## src/rtl/lsu_bus_adapter.sv

```systemverilog
// lsu_bus_adapter: turns one core load/store into a req/gnt/rvalid bus transaction, stalling the core until done
module lsu_bus_adapter #(
  parameter int unsigned TIMEOUT_CYCLES = 255
) (
  input  logic        clk,
  input  logic        rst_n,
  input  logic        req_valid,
  input  logic        req_write,
  input  logic [1:0]  req_size,
  input  logic        req_zero_extend,
  input  logic [31:0] req_addr,
  input  logic [31:0] req_wdata,
  output logic        stall,
  output logic        done,
  output logic [31:0] load_data,
  output logic        fault,
  output logic        bus_req,
  output logic        bus_we,
  output logic [31:0] bus_addr,
  output logic [3:0]  bus_be,
  output logic [31:0] bus_wdata,
  input  logic        bus_gnt,
  input  logic        bus_rvalid,
  input  logic [31:0] bus_rdata
);
  typedef enum logic [1:0] {IDLE, REQ, WAIT_R, DONE} state_t;
  state_t state, state_n;
  logic        we_q, zext_q, fault_q;
  logic [1:0]  size_q;
  logic [31:0] addr_q, wdata_q, data_q;
  logic [15:0] cnt;
  logic        bad, timeout;
  logic [31:0] rsh, ext, wdata_rep;
  logic [3:0]  be;
  assign bad = (req_size == 2'b10) || (req_size == 2'b01 && req_addr[0]) ||
               (req_size == 2'b11 && req_addr[1:0] != 2'b00);
  // cnt counts completed REQ/WAIT_R cycles, so this fires on the TIMEOUT_CYCLES-th one
  assign timeout = (TIMEOUT_CYCLES != 0) && (cnt >= 16'(TIMEOUT_CYCLES - 1));
  always_ff @(posedge clk or negedge rst_n)
    if (!rst_n) state <= IDLE;
    else state <= state_n;
  always_comb begin
    state_n = state;
    case (state)
      IDLE:   state_n = req_valid ? (bad ? DONE : REQ) : IDLE;
      REQ:    state_n = bus_gnt ? (we_q ? DONE : WAIT_R) : (timeout ? DONE : REQ);
      WAIT_R: state_n = (bus_rvalid || timeout) ? DONE : WAIT_R;
      DONE:   state_n = IDLE;
    endcase
  end
  always_ff @(posedge clk or negedge rst_n)
    if (!rst_n) begin
      we_q    <= 1'b0;
      zext_q  <= 1'b0;
      fault_q <= 1'b0;
      size_q  <= 2'b00;
      addr_q  <= '0;
      wdata_q <= '0;
      data_q  <= '0;
      cnt     <= '0;
    end else if (state == IDLE && req_valid) begin
      we_q    <= req_write;
      zext_q  <= req_zero_extend;
      size_q  <= req_size;
      addr_q  <= req_addr;
      wdata_q <= req_wdata;
      fault_q <= bad;
      data_q  <= '0;
      cnt     <= '0;
    end else if (state == REQ || state == WAIT_R) begin
      cnt <= cnt + 16'd1;
      if (state == WAIT_R && bus_rvalid) data_q <= ext;
      else if (timeout && !(state == REQ && bus_gnt)) begin
        fault_q <= 1'b1;
        data_q  <= '0;
      end
    end
  assign rsh = bus_rdata >> {addr_q[1:0], 3'b000};
  assign ext = size_q == 2'b11 ? bus_rdata :
               size_q == 2'b01 ? {zext_q ? 16'h0 : {16{rsh[15]}}, rsh[15:0]} :
                                 {zext_q ? 24'h0 : {24{rsh[7]}}, rsh[7:0]};
  assign be = size_q == 2'b11 ? 4'hf : (size_q == 2'b01 ? 4'b0011 : 4'b0001) << addr_q[1:0];
  assign wdata_rep = size_q == 2'b11 ? wdata_q :
                     size_q == 2'b01 ? {2{wdata_q[15:0]}} : {4{wdata_q[7:0]}};
  assign bus_req   = state == REQ;
  assign bus_we    = bus_req && we_q;
  assign bus_addr  = bus_req ? {addr_q[31:2], 2'b00} : '0;
  assign bus_be    = bus_req ? be : '0;
  assign bus_wdata = bus_req ? wdata_rep : '0;
  assign stall     = req_valid && state != DONE;
  assign done      = state == DONE;
  assign load_data = done ? data_q : '0;
  assign fault     = done && fault_q;
endmodule

```

## config.mk

```make
export PLATFORM = sky130hd
export DESIGN_NAME = lsu_bus_adapter
export DESIGN_NICKNAME = d
export VERILOG_FILES = /design/src/rtl/lsu_bus_adapter.sv
export SDC_FILE = /design/constraint.sdc
export NUM_CORES = 1
export LEC_CHECK = 0
export ABC_CLOCK_PERIOD_IN_PS = 4600
export CAP_MARGIN = 10
export CORE_AREA = 2 2 119 121
export CTS_CLUSTER_DIAMETER = 60
export DETAILED_ROUTE_END_ITERATION = 8
export DIE_AREA = 0 0 121 123
export GPL_TIMING_DRIVEN = 0
export PLACE_DENSITY = 0.84
export SKIP_CTS_REPAIR_TIMING = 1
export SLEW_MARGIN = 25
export SYNTH_ARGS = -nofsm -noshare
export SYNTH_HDL_FRONTEND = slang
export SYNTH_SLANG_ARGS = --single-unit
```

## constraint.sdc

```tcl
create_clock -name clk -period 4.6 [get_ports clk]
set_input_delay 1.38 -clock clk [delete_from_list [all_inputs] [get_ports clk]]
set_output_delay 1.38 -clock clk [all_outputs]
set_load 0.02 [all_outputs]
```

Word-level counts from Yosys, hierarchy flattened
Cells that the tools add are included.
{ "word_totals": {"reg_bits": 119, "input_bits": 105, "out_inout_bits": 105, "word_cells": 73} }
{ "op_classes": {"addsub": 1, "order_cmp": 1, "n_eq_ne": 10, "n_shift": 2, "muxes": 29, "reduce_logical": 21} }
{ "ops": {"columns": ["op", "n"], "rows": [
  ["two-way mux 32 bit", 11],
  ["two-way mux 16 bit", 3],
  [">> shifter 32 x 5 -> 16 bit", 1],
  ["two-way mux 24 bit", 1],
  ["adder 16 x 1 -> 16 bit, second input constant", 1],
  [">= comparator 16 x 8 -> 1 bit, second input constant", 1],
  ["== test 2 bit, second input constant", 5],
  ["two-way mux 2 bit", 5],
  ["logical AND 1 bit", 9],
  ["two-way mux 4 bit", 2],
  ["one-hot mux 2 bit (4 select lines)", 1],
  ["== test 2 x 1 -> 1 bit, second input constant", 3],
  ["two-way mux 1 bit", 6],
  ["nonzero test 2 bit", 3],
  ["logical OR 1 bit", 4],
  ["!= test 2 bit, second input constant", 2],
  ["<< shifter 2 x 2 -> 4 bit", 1],
  ["AND reduction 3 bit", 1],
  ["nonzero test 3 bit", 1],
  ["logical NOT 2 bit", 1],
  ["AND reduction 2 bit", 1],
  ["logical NOT 1 bit", 1]
]} }

Longest topological paths before layout
Gate-level depths: netlist of run 1.
{ "depth": {"ltp_word": 8, "depth_mapped": 8, "ltp_nobuf": 6} }

Worst setup path after synthesis of run 1
OpenSTA, ideal clock, no wires.
{ "synth_timing": {"path_type": "reg2out", "start": "register size_q[0]", "end": "output port bus_wdata[16]", "arrival_ns": 1.766, "required_ns": 3.220, "setup_slack_ns": 1.454, "stages_incl_launch_ff": 7, "n_path_buf": 3, "path_cell_list": "dfrtp_1 clkbuf_1 and2_1 buf_2 buf_1 nand2_1 a21boi_0"} }
{ "synth_via": {"elab_chain_cells": 3} }
{ "synth_rtl": {"columns": ["item", "line", "source"], "rows": [
  ["start, declared", "29", "logic [1:0] size_q;"],
  ["start signal, assigned", "64", "size_q <= req_size;"],
  ["== test 2 bit", "83", "assign wdata_rep = size_q == 2'b11 ? wdata_q :"],
  ["two-way mux 32 bit", "83", null],
  ["two-way mux 32 bit", "89", "assign bus_wdata = bus_req ? wdata_rep : '0;"],
  ["end, declared", "21", "output logic [31:0] bus_wdata,"]
]} }
Every way passes these cells.

Final worst setup path of run 1
Ends and elaborated chain as after synthesis.

==> results.txt, run 1 <==
post-route setup slack: 0.165 ns
synth top area cells: dfrtp_1, nand2_1, and2_1, mux2i_1, nand2b_1
CTS tree: built
share of cells above drive strength 1: 6.63%
maximum VDD drop: 0.000385 V
Synth Flop Type: dfrtp_1
routed vias: 6326
Util after Layout: 70.5%
CP cell instances: clkbuf_1 > and2_1 > buf_2 > buf_1 > nand2_1 > a21boi_0 > clkdlybuf4s50_1
register area share after synthesis: 44.7%
Compound-Gate Fraction of Synth Area: 16.6%
Post-Route Hold Slack: 0.466 ns
RSZ-0062 raised after global routing: no
Residual DRC: 0
fin cells: 1176
HP Class: flip-flop to flip-flop
total CTS buffers: 17
WL/cell: 17.2 um
Setup crit start kind: flip-flop
post-synth top area cell: dfrtp_1
CTS Sinks: 119
Syn. warnings: 0
Final setup viols: 0
core area: 13600 um2
HPWL Detailed: 14.7 mm
final WL: 20.2 mm
Area after DPL: 8990 um2
Rel. slew slack: 54.3%
Skew-Pair Late Insertion Delay: 0.43 ns
Tot Pwr: 5.96 mW
largest net degree at the start of global routing: 89
post-synthesis adder-cell area fraction: 1.32%
number of max-cap violations: 0
initial core utilization: 48.9%
synthesis-to-layout area growth: 44.1%
I/O Buffers: 207
power per cell area: 621 nW/um2
Yosys cell types: 53
Post-synth EDFFs: 0
synthesized instance count: 755
Worst path slowest cell: clkdlybuf4s50_1
fin crit period: 4.43 ns
Fmax: 226 MHz
io pins: 210
CP Data Required Time: 3.22 ns
outcome: finished, final reports clean
top cells by count, synth: nand2_1, dfrtp_1, and2_1, clkbuf_1, nand2b_1
Post-Synth Simple-Gate Area: 27.3%
count of pins over their slew limit: 0
Seq cells post-synth: 119
Nets: 1095
kind of critical path: flip-flop to output pin
FP Rows: 43
Leak: 4.33 nW
Die X: 121 um
Final ANT Viol Nets: 0
XOR/XNOR Fraction of Synth Area: 1.32%
full die area: 14900 um2
Placed Cells: 1144
CP max stage delay: 0.65 ns
Async S/R FF share, synth: 100%
Fillers: 1065
CTS root buf: clkbuf_16
crit path DAT: 3.05 ns
first-pass GRT wire length: 32.0 mm
top-count cell post-synth: nand2_1
Mapped Avg Cell Area: 8.82 um2
initial antenna violation count: 0
drt first-iter violations: 462
number of global-route vias before repair: 6319
largest fanout on the critical path: 10
H-Tree Depth: 4
largest family of logic cells by synthesized area: simple AND/OR/NAND/NOR gates
Ant. Diodes: 0
maximum clock path buffer count: 2
vias per cell: 5.38
pre-CTS setup slack: 0.390 ns
Synth top area share: 44.7%
design area: 9600 um2
drt first pass iters: 5
clk slew on worst S/H paths: 0.06 ns
grt ovf: 0
Global Route Usage Sum: 28.0%
clk_skew: 0.0148 ns
Die Span Y: 123 um
crit path capture type: output pin
setup_tns: 0 ns
multiplexer area fraction after synthesis: 3.95%
final hold violations: 0
mapped cell area: 6660 um2
final period utilization: 96.4%
Slew @ Worst Pin: 0.685 ns
Final GP Congestion: 0.888
worst max-delay path, delay by kind of cell (launching register included):
kind            cells  cell delay [ns]
simple gates        2             0.39
buf+inv             4             1.67
compound gates      1             0.24
flops               1             0.33
cells in the final DEF (no fill, tap or decap), types with 4 or more instances in the layout:
cell type | Yosys | routed
nand2_1 | 233 | 233
clkdlybuf4s50_1 | 0 | 206
dfrtp_1 | 119 | 119
and2_1 | 75 | 75
clkbuf_1 | 34 | 34
nand2b_1 | 29 | 29
mux2i_1 | 24 | 24
o21ai_0 | 18 | 18
o211ai_1 | 17 | 17
nor2_1 | 17 | 17
clkbuf_16 | 0 | 17
a22o_1 | 16 | 16
a2bb2oi_1 | 15 | 15
a21boi_0 | 11 | 11
inv_1 | 10 | 10
nor2b_1 | 10 | 10
buf_2 | 9 | 9
o211a_1 | 9 | 9
buf_1 | 8 | 8
a21oi_1 | 7 | 7
o22ai_1 | 7 | 7
o31ai_2 | 7 | 7
o221ai_1 | 7 | 7
ha_1 | 7 | 7
nand3_1 | 6 | 6
and3_1 | 6 | 6
xor2_1 | 6 | 6
buf_4 | 4 | 4
buf_6 | 4 | 4
xnor2_1 | 4 | 4
clkinvlp_4 | 0 | 4
inv_6 | 0 | 4
flip-flops by register name (all words and copies together) (netlist names):
signal / flops
data_q: 32
zext_q: 1
fault_q: 1
addr_q: 32
state: 2
size_q: 2
cnt: 16
wdata_q: 32
we_q: 1
logic make-up after synthesis:
group	after synthesis
other	1
flip-flops	119
adder cells (fa/ha/maj)	7
AND/OR/NAND/NOR	388
AO/OA/AOI/OAI	135
multiplexers	26
buffers and inverters	69
XOR/XNOR	10
report_power, final:
group          internal, mW  leakage [nW]  switching, mW  total [mW]
logic                  1.20          2.51           1.68        2.88
clock network         0.846         0.286          0.507        1.35
registers              1.45          1.54          0.279        1.73
per-layer routing:
metal / vias to the layer above / GRT usage (%) / wire (um) / share of wire (%)
li1: 3002 / - / - / -
met1: 3051 / 35.1 / 8490 / 42
met2: 242 / 45.4 / 9620 / 48
met3: 31 / 8.35 / 1700 / 8.4
met4: 0 / 11.6 / 428 / 2.1
met5: - / 0 / 0 / 0
cell type report:
| class | count | area [um2] | area share [%] |
|---|---|---|---|
| multi-input combinational | 568 | 3370 | 35.1 |
| clock buffer | 20 | 467 | 4.86 |
| inverter | 10 | 37.5 | 0.391 |
| sequential | 119 | 2980 | 31.0 |
| buffer | 59 | 278 | 2.89 |
| tap | 180 | 225 | 2.35 |
| timing repair buffer | 208 | 2100 | 21.9 |
| clock inverter | 12 | 139 | 1.45 |
final timing paths:
kind,start,to,slack (ns),depth (start not counted)
hold / removal,addr_q[29],addr_q[29],0.47,2
hold reg to reg,addr_q[29],addr_q[29],0.47,2
min in group asynchronous,rst_n,data_q[2],0.81,1
setup / recovery,size_q[0],bus_wdata[16],0.17,7
setup reg to reg,state[0],data_q[10],2.11,8
max in group asynchronous,rst_n,data_q[17],3.06,2
No activity file was read; power rests on OpenSTA's default activity.
==> run 2: changes to the inputs <==
--- a/config.mk
+++ b/config.mk
@@ -9,6 +9,7 @@
 export CAP_MARGIN = 10
 export CORE_AREA = 2 2 119 121
 export CTS_CLUSTER_DIAMETER = 60
+export CTS_CLUSTER_SIZE = 28
 export DETAILED_ROUTE_END_ITERATION = 8
 export DIE_AREA = 0 0 121 123
 export GPL_TIMING_DRIVEN = 0
==> results of run 2 <==
Final layout, timing and power as in run 1 (identical DEF).
